### config.mk
export PLATFORM = sky130hd
export DESIGN_NAME = if_id_queue
export DESIGN_NICKNAME = d
export VERILOG_FILES = /design/src/rtl/if_id_queue.sv
export SDC_FILE = /design/constraint.sdc
export NUM_CORES = 1
export LEC_CHECK = 0
export ABC_AREA = 1
export CORE_MARGIN = 5
export CORE_UTILIZATION = 45
export CTS_BUF_LIST = sky130_fd_sc_hd__clkbuf_8
export DETAILED_ROUTE_END_ITERATION = 8
export DONT_BUFFER_PORTS = 1
export GPL_TIMING_DRIVEN = 1
export PLACE_DENSITY_LB_ADDON = 0.2
export SETUP_SLACK_MARGIN = 0.5
export SLEW_MARGIN = 20
export SYNTH_ARGS = -nofsm -noshare
export SYNTH_HDL_FRONTEND = slang
export SYNTH_SLANG_ARGS = --single-unit
### constraint.sdc
create_clock -name clk -period 4.1 [get_ports clk]
set_clock_uncertainty 0.1 [all_clocks]
set_input_delay 0.41 -clock clk [delete_from_list [all_inputs] [get_ports clk]]
set_output_delay 0.41 -clock clk [all_outputs]
set_load 0.02 [all_outputs]
### src/rtl/if_id_queue.sv
// rtl/if_id_queue.sv - fetch-to-decode instruction queue with flush and branch predecode
// Circular buffer of {pc, inst}; outputs are driven from registered state only.
module if_id_queue #(
  parameter int          DEPTH = 2,
  parameter logic [31:0] NOP   = 32'h00000013
) (
  input  logic                     clk,
  input  logic                     rst,
  input  logic                     flush,
  input  logic                     in_valid,
  input  logic [31:0]              in_pc,
  input  logic [31:0]              in_inst,
  output logic                     in_ready,
  output logic                     out_valid,
  output logic [31:0]              out_pc,
  output logic [31:0]              out_inst,
  output logic                     out_is_branch,
  input  logic                     out_ready,
  output logic [$clog2(DEPTH):0]   count
);

  localparam int PW = $clog2(DEPTH);
  localparam int CW = PW + 1;
  localparam logic [CW-1:0] DEPTH_C  = CW'(DEPTH);
  localparam logic [6:0]    OP_BRANCH = 7'b1100011;

  logic [63:0]   mem_q [DEPTH];
  logic [PW-1:0] wp_q, wp_d;
  logic [PW-1:0] rp_q, rp_d;
  logic [CW-1:0] count_q, count_d;
  logic          push, pop;
  logic [63:0]   head;

  assign in_ready  = (count_q < DEPTH_C);
  assign out_valid = (count_q != '0);

  assign push = in_valid & in_ready & ~flush;
  assign pop  = out_valid & out_ready & ~flush;

  always_comb begin
    wp_d    = wp_q;
    rp_d    = rp_q;
    count_d = count_q;
    if (flush) begin
      wp_d    = '0;
      rp_d    = '0;
      count_d = '0;
    end else begin
      if (push) wp_d = wp_q + PW'(1);
      if (pop)  rp_d = rp_q + PW'(1);
      // push and pop together cancel, leaving the count unchanged
      if (push && !pop)      count_d = count_q + CW'(1);
      else if (pop && !push) count_d = count_q - CW'(1);
    end
  end

  always_ff @(posedge clk or negedge rst) begin
    if (!rst) begin
      wp_q    <= '0;
      rp_q    <= '0;
      count_q <= '0;
    end else begin
      wp_q    <= wp_d;
      rp_q    <= rp_d;
      count_q <= count_d;
    end
  end

  // Storage is deliberately not reset; validity comes from count alone.
  always_ff @(posedge clk) begin
    if (push) mem_q[wp_q] <= {in_pc, in_inst};
  end

  assign head          = mem_q[rp_q];
  assign out_pc        = out_valid ? head[63:32] : 32'h0;
  assign out_inst      = out_valid ? head[31:0]  : NOP;
  assign out_is_branch = out_valid & (head[6:0] == OP_BRANCH);
  assign count         = count_q;

endmodule

==> results of run 1 <==
==> power groups by stage <==
stage | sequential (W) | clock (W) | combinational (W)
floorplan | 0.00170 | 0 | 0.000979
global placement | 0.00173 | 0 | 0.00117
detailed placement | 0.00173 | 0 | 0.00117
CTS | 0.00170 | 0.00111 | 0.00123
global route | 0.00172 | 0.00118 | 0.00131
finish | 0.00170 | 0.00108 | 0.00121
==> kinds of logic after synthesis <==
kind of cell,after synthesis,share of synthesized area (%)
AO/OA/AOI/OAI,62,6.18
flip-flops,132,78.5
buffers and inverters,25,2.49
AND/OR/NAND/NOR,155,12.2
multiplexers,3,0.598
==> state kept, by name (all words and copies together) (netlist names) <==
register,count
count,2
mem_q,128
rp_q,1
wp_q,1
==> cell usage after synthesis, types with 2 or more instances <==
library cell | number | area share (%)
nand2_1 | 133 | 9.9
edfxtp_1 | 128 | 77
a21oi_1 | 57 | 5.7
buf_2 | 13 | 1.3
nor2_1 | 9 | 0.67
nand3_1 | 8 | 0.80
clkbuf_1 | 4 | 0.30
dfrtp_1 | 4 | 2.0
inv_1 | 4 | 0.30
mux2i_1 | 3 | 0.60
o21ai_1 | 3 | 0.30
buf_6 | 2 | 0.45
inv_2 | 2 | 0.15
nor2_2 | 2 | 0.25
o21ai_0 | 2 | 0.20
==> routing by layer <==
metal	global-route usage (%)	up-vias	part of all wire (%)
met3	6.48	7	8.7
met2	29.7	118	51
met5	0	-	0
met1	17.3	1491	39
li1	-	1467	-
met4	6.19	0	1.1
==> through the flow <==
stage / std cells / setup WS, ns / cell area [um^2] / utilization [%] / hold WS [ns]
2_1_floorplan: 377 / 1.02 / 5030 / - / 0.0144
3_3_place_gp: 503 / 1.39 / 5180 / 47.6 / 0.0146
3_5_place_dp: 503 / 1.38 / 5180 / 47.6 / 0.0146
4_1_cts: 600 / 0.892 / 6230 / 57.2 / 0.0978
5_1_grt: 600 / 0.791 / 6230 / 57.2 / 0.118
6_report: 600 / 0.987 / 6230 / 57.2 / 0.123
==> final cells by class <==
| type | count | area (um^2) | area share, % |
|---|---|---|---|
| multi-input combinational | 220 | 973 | 15.6 |
| clock buffer | 17 | 234 | 3.76 |
| tap | 140 | 175 | 2.81 |
| timing repair buffer | 70 | 713 | 11.5 |
| sequential | 132 | 3950 | 63.3 |
| clock inverter | 15 | 165 | 2.65 |
| inverter | 6 | 22.5 | 0.362 |
==> critical path, delay by kind of cell, from the launching register on <==
family	cells	cell delay (ns)
and+or+nand+nor	1	0.08
AOI/OAI and AO/OA	1	0.46
buffers and inverters	2	1.01
DFF	1	0.60
==> path summary, 6_finish.rpt <==
check,startpoint,end,cells after the start
max in group asynchronous,rst,rp_q,1
min in group asynchronous,rst,count[0],1
setup reg to reg,count[1],mem_q[0][31],6
setup / recovery,rp_q,out_inst[10],4
hold / removal,in_valid,wp_q,3
hold reg to reg,wp_q,wp_q,1
==> results.md, run 1 <==
- Total gr overflow: 0
- Max Cap Viol: 0
- Hold crit path type: primary input to flop
- DR WL/cell: about 18 um
- CP Data Arrival Time: 2.60 ns
- Crit end category: output port
- Die area: 0.0134 mm^2
- Total track usage: about 16%
- Critical-path top delay cell: dfrtp_2
- R2r setup slk: approximately 1.6 ns
- Int Power: ~0.0024 W
- Status: finished clean
- P&R area growth vs syn: 24.0%
- Rel. slew slack: 38.0%
- Final Max Slew Viols: 0
- Power share of the combinational group: 30.4%
- Commonest non-fill, non-tap cell in the layout: nand2_1
- Fill cells: 899
- Overall power: around 0.004 W
- First-pass GRT wire length: approximately 16000 um
- Async S/R FF share, synth: 3.03%
- Post-synth cell types: 18
- Mean Syn Cell Area: roughly 13 um^2
- Initial DRT Pass Iterations: 5
- Area of the core: 0.0109 mm^2
- Post-synthesis sequential area ratio: just under 80%
- Clock Power Share: between 20% and 30%
- Cell Chain, Critical Path: inv_2 > buf_4 > nand2_1 > a21oi_1
- Crit path max fanout: 35
- Worst-Skew Late Latency: 0.42 ns
- Max Clk Rate: around 320 MHz
- Die width: about 120 um
- Routed WL: ~11000 um
- Ant diodes: 0
- Setup_tns: 0 ns
- Share of layout cells above drive strength 1: about a tenth
- Fin nets: 516
- Most used DFF post-synth: edfxtp_1
- Vias: around 3100
- CTS Hold Bufs: 65
- IO Count: about 140
- Clk pin slew, worst setup/hold paths: around 0.07 ns
- Maximum ir drop on the vdd rail: approximately 0.00035 V
- Clk root buf: clkbuf_8
- Initial antenna violation count: 0
- Die Y: approximately 120 um
- HPWL after DPL: 6550 um
- Sw Ratio: around two fifths
- Post-route ant nets: 0
- DRC Markers: 0
- Crit Path Category: flop to output port
- CTS sink cnt: about 130
- TritonCTS clock tree: done
- Unrepaired setup endpoints after global routing: no
- Tcrit/Tclk final: approximately 76%
- Max incr delay on CP: about 0.6 ns
- Number of synthesized flops with an enable pin: 128
- FF+latch count, synth: 132
- Via-per-instance ratio: between 5 and 6
- Most frequent cells in the layout: nand2_1, edfxtp_1, dlygate4sd3_1, a21oi_1, clkbuf_8
- Synthesized area: approximately 0.0050 mm^2
- Synth Warn #: 0
- CP Launch Type: flop
- Setup violators final: 0
- TritonCTS Buffers: 17
- Sequential cell fraction of total power: between 40% and 50%
- Slew @ Worst Pin: around 0.93 ns
- Critical Path RT: between 3 and 4 ns
- Sw Pwr: approximately 0.0016 W
- Number of global-route vias before repair: 3273
- Site Rows: 38
- Drt first-iter violations: between 100 and 150
- Power density over the cells: 642 mW/mm^2
- Pleak: 2.18 nW
- Syn Nets: around 450
- Post-CTS Resized: 0
- Htree depth: 4
- Buffers on Ports: 0
- Largest net degree at the start of global routing: 41
- Tmin final: 3.11 ns
- Final Hold Fails: 0
- Final GP Congestion: between 0.7 and 0.8
- Initial Utilization: roughly 46%
- Clk buf depth: 2
- Synthesized instance count: 377
- Setup bufs post-CTS: 0
No activity file was read; power rests on OpenSTA's default activity.
==> run 2: changes to the inputs <==
Clock period 4.1 ns to 2.7 ns, I/O delays scaled along.
==> run 2 against run 1 <==
  * Clock power grew 43%
  * Sequential power grew 51%
  * Routed wire length grew 12%
  * Flip-flop and latch count is the same
  * Largest cell class unchanged
  * Total power grew 71%
  * Hold slack gained 0.070 ns
  * Register-to-register slack lost 0.88 ns
  * Critical path depth grew 1
==> results.md, run 2 (synthesis results as in run 1) <==
- Status: finished clean
- Final Hold Fails: 0 (unchanged)
- Crit end category: output port
- Commonest non-fill, non-tap cell in the layout: nand2_1
- Via-per-instance ratio: 5.07 (-1.3%)
- Sw Pwr: 0.00257 W (+65%)
- Critical Path RT: 2.33 ns (-1.26 ns)
- Rel. slew slack: 64.6% (+27 points)
- Largest net degree at the start of global routing: 65 (+59%)
- Die area: 0.0134 mm^2 (unchanged)
- Site Rows: 38 (unchanged)
- Vias: 3423 (+11%)
- Max Cap Viol: 0 (unchanged)
- Int Power: 0.00425 W (+74%)
- Number of global-route vias before repair: 3467 (+5.9%)
- Clock Power Share: 22.6% (-4.4 points)
- Initial DRT Pass Iterations: 4 (-1)
- Ant diodes: 0 (unchanged)
- Clk buf depth: 2 (unchanged)
- Buffers on Ports: 0 (unchanged)
- Max Clk Rate: roughly 470 MHz
- CP Data Arrival Time: 1.76 ns (-0.84 ns)
- Max reg flops: 128 (unchanged)
- Clk pin slew, worst setup/hold paths: 0.07 ns (about the same)
- Finished Cell Area: 0.00685 mm^2 (+10%)
- Final Max Slew Viols: 0 (unchanged)
- TritonCTS clock tree: done
- Sw Ratio: 37.7% (-1.4 points)
- DR WL/cell: 17.9 um (-0.22%)
- Routed WL: 12100 um (+12%)
- Clk root buf: clkbuf_8
- Largest Register: mem_q
- P&R area growth vs syn: 36.4%
- CTS sink cnt: 132 (unchanged)
- Fill cells: 847 (-5.8%)
- Final GP Congestion: 0.808 (+13%)
- First-pass GRT wire length: 17400 um (+6.4%)
- Maximum ir drop on the vdd rail: 0.000549 V (+58%)
- Unrepaired setup endpoints after global routing: yes
- Util after Layout: 62.9% (+5.7 points)
- Area of the core: 0.0109 mm^2 (unchanged)
- Htree depth: 4 (unchanged)
- Power share of the combinational group: 39.7% (+9.3 points)
- Power density over the cells: 995 mW/mm^2 (+55%)
- Slew @ Worst Pin: 0.530 ns (-0.397 ns)
- Total gr overflow: 0 (unchanged)
- Tmin final: 2.13 ns
- Placed cell area: 0.00566 mm^2 (+9.2%)
- Crit Path Category: flop to output port
- TritonCTS Buffers: 17 (unchanged)
- Setup_tns: 0 ns (unchanged)
- HPWL after DPL: 7010 um (+7.0%)
- Drt first-iter violations: 188 (+68%)
- Tcrit/Tclk final: around four fifths
- Most frequent cells in the layout: nand2_1, edfxtp_1, dlygate4sd3_1, buf_4, a21oi_1
- Crit path max fanout: 16 (-54%)
- Reg2Reg Launch Point: count[1]
- Worst-Skew Late Latency: 0.43 ns (about the same)
- Die Y: 116 um (unchanged)
- Hold Crit Start: in_valid
- Share of layout cells above drive strength 1: 22.1% (+13 points)
- CP Launch Type: flop
- Initial antenna violation count: 0 (unchanged)
- Fin nets: 591 (+15%)
- Die width: 116 um (unchanged)
- Sequential cell fraction of total power: 37.7% (-4.9 points)
- Setup violators final: 0 (unchanged)
- Crit path from: rp_q
- Hold crit path type: primary input to flop
- Pleak: 2.58 nW (+19%)
- Total track usage: 17.3% (+0.85 points)
- Post-route ant nets: 0 (unchanged)
- Initial Utilization: 46.1% (unchanged)
- IO Count: 138 (unchanged)
- DRC Markers: 0 (unchanged)
[run 2: metrics by stage]
stage	hold WS, ns	setup WS, ns	total power (W)	cells
floorplan	-0.126	0.412	0.00408	377
global placement	-0.125	0.688	0.00502	567
detailed placement	-0.126	0.659	0.00505	567
CTS	0.172	0.446	0.00674	669
global route	0.220	0.475	0.00717	675
finish	0.193	0.574	0.00682	675
[run 2: final timing paths]
| check | endpoint | depth (start not counted) | slack (ns) |
|---|---|---|---|
| min in group asynchronous | count[0] | 2 | 0.54 |
| max reg2reg | mem_q[0][43] | 6 | 0.75 |
| max | out_is_branch | 5 | 0.57 |
| max in group asynchronous | count[1] | 2 | 1.77 |
| min | count[1] | 6 | 0.19 |
| min reg2reg | count[1] | 2 | 0.63 |
[run 2: critical path: stages, from the launching register on]
cell and delay [ns]:
dfrtp_2 0.48, buf_12 0.19, mux2i_1 0.28, nand4_1 0.12, nor2_1 0.11, buf_4 0.15
[run 2: layer usage]
layer | vias to the layer above | global-route usage [%] | wire length (um)
met3 | 12 | 5.74 | 800
li1 | 1616 | - | -
met5 | - | 0 | 0
met2 | 126 | 30.9 | 6220
met1 | 1669 | 19.3 | 4960
met4 | 0 | 6.34 | 112
[run 2: layout make-up]
| type | instances | area [um^2] | area share (%) |
|---|---|---|---|
| multi-input combinational | 220 | 981 | 14.3 |
| clock inverter | 15 | 143 | 2.08 |
| timing repair buffer | 144 | 1330 | 19.3 |
| inverter | 6 | 37.5 | 0.548 |
| clock buffer | 17 | 234 | 3.41 |
| timing repair inverter | 1 | 8.76 | 0.128 |
| tap | 140 | 175 | 2.56 |
| sequential | 132 | 3950 | 57.6 |
[run 2: power by group through the flow]
stage	logic, W	clock network, W	registers (W)
3_5_place_dp	0.00245	0	0.00260
5_1_grt	0.00291	0.00168	0.00258
2_1_floorplan	0.00150	0	0.00258
3_3_place_gp	0.00243	0	0.00259
6_report	0.00271	0.00154	0.00257
4_1_cts	0.00259	0.00159	0.00256
[run 2: what timing repair did]
item                                    in CTS  in global routing
hold buffers                                69                  0
endpoints found under the hold margin      135                  0
resized for setup                            5                  7
pin swaps                                    1                  1
endpoints found under the setup margin      65                 46
cloned                                       0                  3
setup buffers                                1                  3
